$ cat src/rtl/inst_fetch_pkg.sv
// Shared definitions for the instruction-fetch stage: bus widths, JAL opcode,
// fetch FSM encodings, default cache depth and the JAL immediate decoder.
package inst_fetch_pkg;

  localparam int AddrBus          = 32;
  localparam int InstBus          = 32;
  localparam int ICACHE_LINES_DEF = 64;

  localparam logic [6:0] OPC_JAL = 7'b1101111;

  typedef enum logic [1:0] {
    FETCH     = 2'd0,
    MISS      = 2'd1,
    MISS_DROP = 2'd2
  } fetch_state_e;

  // J-type immediate, sign-extended to 32 bits.
  function automatic logic [31:0] jal_offset(input logic [InstBus-1:0] inst);
    return {{11{inst[31]}}, inst[31], inst[19:12], inst[20], inst[30:21], 1'b0};
  endfunction

endpackage

$ cat src/rtl/inst_fetch_icache_dm.sv
// Direct-mapped instruction cache, one 32-bit instruction per line.
// Combinational lookup port and a single synchronous fill port.
module icache_dm
  import inst_fetch_pkg::*;
#(
  parameter int LINES  = ICACHE_LINES_DEF,
  parameter int ADDR_W = AddrBus
) (
  input  logic                 clk,
  input  logic                 rst,
  input  logic [ADDR_W-1:2]    rd_addr,
  output logic                 rd_hit,
  output logic [InstBus-1:0]   rd_inst,
  input  logic                 wr_en,
  input  logic [ADDR_W-1:2]    wr_addr,
  input  logic [InstBus-1:0]   wr_inst
);

  localparam int IDX_W = $clog2(LINES);
  localparam int TAG_W = ADDR_W - IDX_W - 2;

  logic [TAG_W-1:0]   tag_r  [LINES];
  logic [InstBus-1:0] data_r [LINES];
  logic [LINES-1:0]   valid_r;

  logic [IDX_W-1:0] rd_idx_s;
  logic [TAG_W-1:0] rd_tag_s;
  logic [IDX_W-1:0] wr_idx_s;
  logic [TAG_W-1:0] wr_tag_s;

  assign rd_idx_s = rd_addr[IDX_W+1:2];
  assign rd_tag_s = rd_addr[ADDR_W-1:IDX_W+2];
  assign wr_idx_s = wr_addr[IDX_W+1:2];
  assign wr_tag_s = wr_addr[ADDR_W-1:IDX_W+2];

  // Lookup: hit needs a valid line with a matching tag.
  always_comb begin
    rd_hit  = valid_r[rd_idx_s] && (tag_r[rd_idx_s] == rd_tag_s);
    rd_inst = data_r[rd_idx_s];
  end

  // Valid bits are the only cache state cleared by reset.
  always_ff @(posedge clk or posedge rst) begin
    if (rst) begin
      valid_r <= '0;
    end else if (wr_en) begin
      valid_r[wr_idx_s] <= 1'b1;
    end else begin
      valid_r <= valid_r;
    end
  end

  // Tag and data arrays, written on a fill.
  always_ff @(posedge clk) begin
    if (wr_en) begin
      tag_r[wr_idx_s]  <= wr_tag_s;
      data_r[wr_idx_s] <= wr_inst;
    end
  end

endmodule

$ cat src/rtl/inst_fetch.sv
// Instruction-fetch stage: PC, icache lookup, miss handling and decoder slot.
// Optional static JAL redirect enabled by defining JAL_PREDICT_EN.
module inst_fetch
  import inst_fetch_pkg::*;
#(
  parameter int ICACHE_LINES = ICACHE_LINES_DEF,
  parameter int ADDR_W       = AddrBus
) (
  input  logic                clk,
  input  logic                rst,
  input  logic                rdy,
  output logic                oMC_en,
  output logic [ADDR_W-1:0]   oMC_addr,
  input  logic                iMC_done,
  input  logic [InstBus-1:0]  iMC_inst,
  output logic                oDEC_valid,
  output logic [InstBus-1:0]  oDEC_inst,
  output logic [ADDR_W-1:0]   oDEC_pc,
  output logic                oDEC_pred_taken,
  input  logic                iDEC_stall,
  input  logic                iROB_flush,
  input  logic [ADDR_W-1:0]   iROB_pc
);

  localparam logic [ADDR_W-1:0] PC_STEP = ADDR_W'(3'd4);

  fetch_state_e        state_r;
  logic [ADDR_W-1:0]   pc_r;
  logic                mc_en_r;
  logic [ADDR_W-1:0]   mc_addr_r;
  logic                dec_valid_r;
  logic [InstBus-1:0]  dec_inst_r;
  logic [ADDR_W-1:0]   dec_pc_r;
  logic                dec_pred_r;

  logic                hit_s;
  logic [InstBus-1:0]  hit_inst_s;
  logic                fill_s;
  logic                slot_free_s;
  logic                consume_s;
  logic [ADDR_W-1:0]   next_pc_s;
  logic                pred_s;

  // The fill lands whenever a request is outstanding and done arrives, flush or not.
  assign fill_s      = rdy && iMC_done && (state_r != FETCH);
  assign slot_free_s = !dec_valid_r || !iDEC_stall;
  assign consume_s   = dec_valid_r && !iDEC_stall;

  icache_dm #(
    .LINES  (ICACHE_LINES),
    .ADDR_W (ADDR_W)
  ) u_icache (
    .clk     (clk),
    .rst     (rst),
    .rd_addr (pc_r[ADDR_W-1:2]),
    .rd_hit  (hit_s),
    .rd_inst (hit_inst_s),
    .wr_en   (fill_s),
    .wr_addr (mc_addr_r[ADDR_W-1:2]),
    .wr_inst (iMC_inst)
  );

`ifdef JAL_PREDICT_EN
  logic signed [31:0] jal_off_s;
  assign jal_off_s = signed'(jal_offset(hit_inst_s));

  // Next PC: JAL target on a JAL hit, sequential otherwise.
  always_comb begin
    if (hit_inst_s[6:0] == OPC_JAL) begin
      pred_s    = 1'b1;
      next_pc_s = pc_r + ADDR_W'(jal_off_s);
    end else begin
      pred_s    = 1'b0;
      next_pc_s = pc_r + PC_STEP;
    end
  end
`else
  // Next PC: always sequential.
  always_comb begin
    pred_s    = 1'b0;
    next_pc_s = pc_r + PC_STEP;
  end
`endif

  // Fetch FSM, PC, memory request and decoder output slot.
  always_ff @(posedge clk or posedge rst) begin
    if (rst) begin
      state_r     <= FETCH;
      pc_r        <= '0;
      mc_en_r     <= 1'b0;
      mc_addr_r   <= '0;
      dec_valid_r <= 1'b0;
      dec_inst_r  <= '0;
      dec_pc_r    <= '0;
      dec_pred_r  <= 1'b0;
    end else if (rdy) begin
      if (consume_s) begin
        dec_valid_r <= 1'b0;
      end
      if (iROB_flush) begin
        pc_r        <= iROB_pc;
        dec_valid_r <= 1'b0;
        case (state_r)
          FETCH: state_r <= FETCH;
          MISS, MISS_DROP: begin
            // No abort on the memory side: keep requesting until done.
            if (iMC_done) begin
              mc_en_r <= 1'b0;
              state_r <= FETCH;
            end else begin
              state_r <= MISS_DROP;
            end
          end
          default: begin
            mc_en_r <= 1'b0;
            state_r <= FETCH;
          end
        endcase
      end else begin
        case (state_r)
          FETCH: begin
            if (hit_s) begin
              if (slot_free_s) begin
                dec_valid_r <= 1'b1;
                dec_inst_r  <= hit_inst_s;
                dec_pc_r    <= pc_r;
                dec_pred_r  <= pred_s;
                pc_r        <= next_pc_s;
              end
            end else begin
              mc_en_r   <= 1'b1;
              mc_addr_r <= {pc_r[ADDR_W-1:2], 2'b00};
              state_r   <= MISS;
            end
          end
          MISS, MISS_DROP: begin
            if (iMC_done) begin
              mc_en_r <= 1'b0;
              state_r <= FETCH;
            end
          end
          default: begin
            mc_en_r <= 1'b0;
            state_r <= FETCH;
          end
        endcase
      end
    end
  end

  assign oMC_en          = mc_en_r;
  assign oMC_addr        = mc_addr_r;
  assign oDEC_valid      = dec_valid_r;
  assign oDEC_inst       = dec_inst_r;
  assign oDEC_pc         = dec_pc_r;
  assign oDEC_pred_taken = dec_pred_r;

endmodule

$ cat config.mk
export PLATFORM = sky130hd
export DESIGN_NAME = inst_fetch
export DESIGN_NICKNAME = d
export VERILOG_FILES = /design/src/rtl/inst_fetch_pkg.sv /design/src/rtl/inst_fetch_icache_dm.sv /design/src/rtl/inst_fetch.sv
export SDC_FILE = /design/constraint.sdc
export NUM_CORES = 2
export LEC_CHECK = 0
export ABC_AREA = 1
export CORE_MARGIN = 5
export CORE_UTILIZATION = 48
export CTS_BUF_LIST = sky130_fd_sc_hd__clkbuf_8
export CTS_CLUSTER_SIZE = 40
export DETAILED_ROUTE_END_ITERATION = 8
export SLEW_MARGIN = 25
export SYNTH_ARGS = -nofsm -noshare
export SYNTH_HDL_FRONTEND = slang
export SYNTH_SLANG_ARGS = --single-unit
export TNS_END_PERCENT = 10
$ cat constraint.sdc
create_clock -name clk -period 8.3 [get_ports clk]
set_input_delay 0.83 -clock clk [delete_from_list [all_inputs] [get_ports clk]]
set_output_delay 0.83 -clock clk [all_outputs]
set_load 0.03 [all_outputs]
==> results.ini <==
[critical_path]
cp-startpoint=pc_r[4]
worst-setup-path-type=register to register
cp_max_fo=96
reg2reg_from=pc_r[4]
r2r_end=pc_r[25]
worstSetupEndpointType=register
startpoint_type=register
reg2regPathDepth=18
reg2reg_setup_slack_ps=1930
cp.required_ps=9450
crit_arrival_ps=7520

[global_routing]
overflow=0
antenna_found_initial=29
grt_pass1_vias=98502
grt_pass1_wl_um=722900
grtUsageTotal=0.3089
grt_max_degree=217

[clock_tree]
h-tree-depth=6
cts-root-buf=clkbuf_8
holdBufCountCts=0
path_clk_slew_ps=60
cts-resized-gates=0
tritoncts=yes
clockBufferDepth=4
post-cts-setup-buffer-count=0
cts_sinks=3778
clk_latency_ps=1220
numCtsBuffers=620

[min_path]
whs_endpoint=u_icache.data_r[34][6]
hold_path.class=primary input to register
min_from=iMC_inst[6]
min_path_cells=1

[power_and_ir_drop]
p_leak_uw=0.05888
power_density_nw_per_um2=264.7
power_uw=44720
ir_drop_v=0.0001607

[logic_synthesis]
synth_ff_type=edfxtp_1
yosysMostFrequentCell=edfxtp_1
yosys-top-cells-area=edfxtp_1, o21ai_0, nor2_1, nand2_1, dfrtp_1
yosysTopAreaCell=edfxtp_1
syn_inst=12232
synth_commonest_cells=edfxtp_1, nor2_1, nand2_1
synth_async_sr_flop_share=0.05135
yosysTopAreaCellShare=0.7131
yosysSeqAreaShare=0.7453
ys_ff_latch=3778
synth_edf_count=3584
netlist_area_um2=150900
yosysWarnings=0
synthDistinctLibCells=48
syn_avg_cell_area_um2=12.34

[final_layout]
nFillCells=26057
ff_latch_area_um2=112500
area_growth_pct=11.94
multi_input_area_um2=34050
fin_nets=12541
drive_gt1_frac=0.09412

[detailed_routing]
drt_iter0_markers=15446
vias_per_cell=6.122
drt_pass1_iterations=8
routedWlPerCell_um=30.21
ant_nets=0
vias=104752
drc_errors=0
wl_um=516900

[sta]
period_share=0.7677
setup_viol=0
fmax_mhz=156.9
hold_violations=0
tightest_slew_ps=1350
tns_ps=0
slew_viol_final=0
rsz0062_at_grt=false
fin_worst_skew_ps=73.28
max_slew_margin=0.1001
min_period_ps=6372

[run_status]
status=finished, final reports clean

[die]
coreArea_um2=312400
die_w_um=570.7
boundaryPins=169
initial_utilization=0.4831
die-area_um2=325700
fp.dieH_um=570.7
placementRows=205

[placed_design]
hpwl_um=263900
gp_congestion=0.9287
portBuffers=165

[flow_run]
drv_cap=0

-- logic make-up (layout without fill, tap and decap cells) --
logic type / Yosys count / in the layout / share of synthesized area
compound gates: 2655 / 2655 / 0.09930
xor+xnor: 20 / 20 / 0.001161
fa+ha+maj: 3 / 3 / 0.0002487
buf+inv: 1162 / 1880 / 0.03252
flops: 3778 / 3778 / 0.7453
other cells: 1 / 22 / 0.00002485
simple gates: 4613 / 4613 / 0.1214
-- sequential cells by signal (all words and copies together) (netlist names) --
signal and cells:
pc_r 32, oDEC_inst 32, oMC_en 1, oMC_addr 30
state_r 2, u_icache.valid_r 64, oDEC_valid 1, u_icache.tag_r 1536
u_icache.data_r 2048, oDEC_pc 32
-- per-stage QoR --
stage	util	setup WS, ps	instance area (µm²)	cells	hold slack, ps
after floorplan	-	2186	150900	12234	424.0
after global placement	0.5029	2278	157100	15970	438.2
after detailed placement	0.5039	2203	157400	15983	447.0
after CTS	0.5401	2170	168700	17089	160.0
after global routing	0.5407	1790	168900	17101	128.5
final	0.5408	1928	168900	17111	143.8
-- worst max-delay path: stages (launching register included) --
cell	delay [ps]
dfrtp_4	720
nand2_4	580
clkinv_8	700
buf_4	510
nand2_1	120
nand2_1	60
nor2_1	130
nand2_1	60
nand3_1	190
nand2_1	170
nand2_1	200
nand4_1	120
nor2_1	140
nand3b_2	150
nor2_8	450
nand2_2	520
nand2_1	1000
nand2_1	160
nand2_1	130
-- where the power goes --
group | total [µW] | internal, µW | switching [µW]
combinational | 7460 | 1830 | 5630
clock | 15100 | 7490 | 7600
sequential | 22200 | 21800 | 391
-- layout by cell type, fill, tap and decap left out, types with 137 or more instances in the layout --
| cell | synthesis | layout |
|---|---|---|
| inv_1 | 336 | 579 |
| nor2_1 | 2130 | 2065 |
| buf_4 | 39 | 216 |
| nand3_1 | 587 | 585 |
| dfrtp_1 | 194 | 165 |
| a21oi_1 | 170 | 170 |
| clkbuf_8 | 0 | 643 |
| o21ai_0 | 1635 | 1635 |
| o22ai_1 | 324 | 324 |
| o211ai_1 | 137 | 137 |
| o221ai_1 | 193 | 193 |
| nand2_1 | 1800 | 1800 |
| edfxtp_1 | 3584 | 3584 |
-- cell type report --
cell class                 count  area share
multi-input combinational   7294      0.2016
inverter                     345    0.008006
antenna                       19   0.0002814
clock inverter               463     0.01467
sequential                  3778      0.6661
tap                         4140     0.03066
clock buffer                 643     0.05238
timing repair buffer         429     0.02630
-- metal layers --
layer / GRT usage / routed length (µm) / up-vias
met2: 0.4789 / 236100 / 6708
met3: 0.06505 / 58200 / 1176
met1: 0.4196 / 195200 / 52323
li1: - / - / 44533
met5: 0 / 80 / -
met4: 0.1475 / 27300 / 12
-- worst max-delay path by stage --
| stage | to | slack (ps) | cells after the start |
|---|---|---|---|
| final | pc_r[25] | 1930 | 18 |
| after global routing | pc_r[25] | 1790 | 22 |
| after CTS | pc_r[25] | 2170 | 22 |
| after detailed placement | pc_r[25] | 2200 | 22 |
| after global placement | pc_r[2] | 2280 | 22 |
| after floorplan | oDEC_inst[0] | 2190 | 1 |
Note: power is estimated with default switching activity, not from simulation.
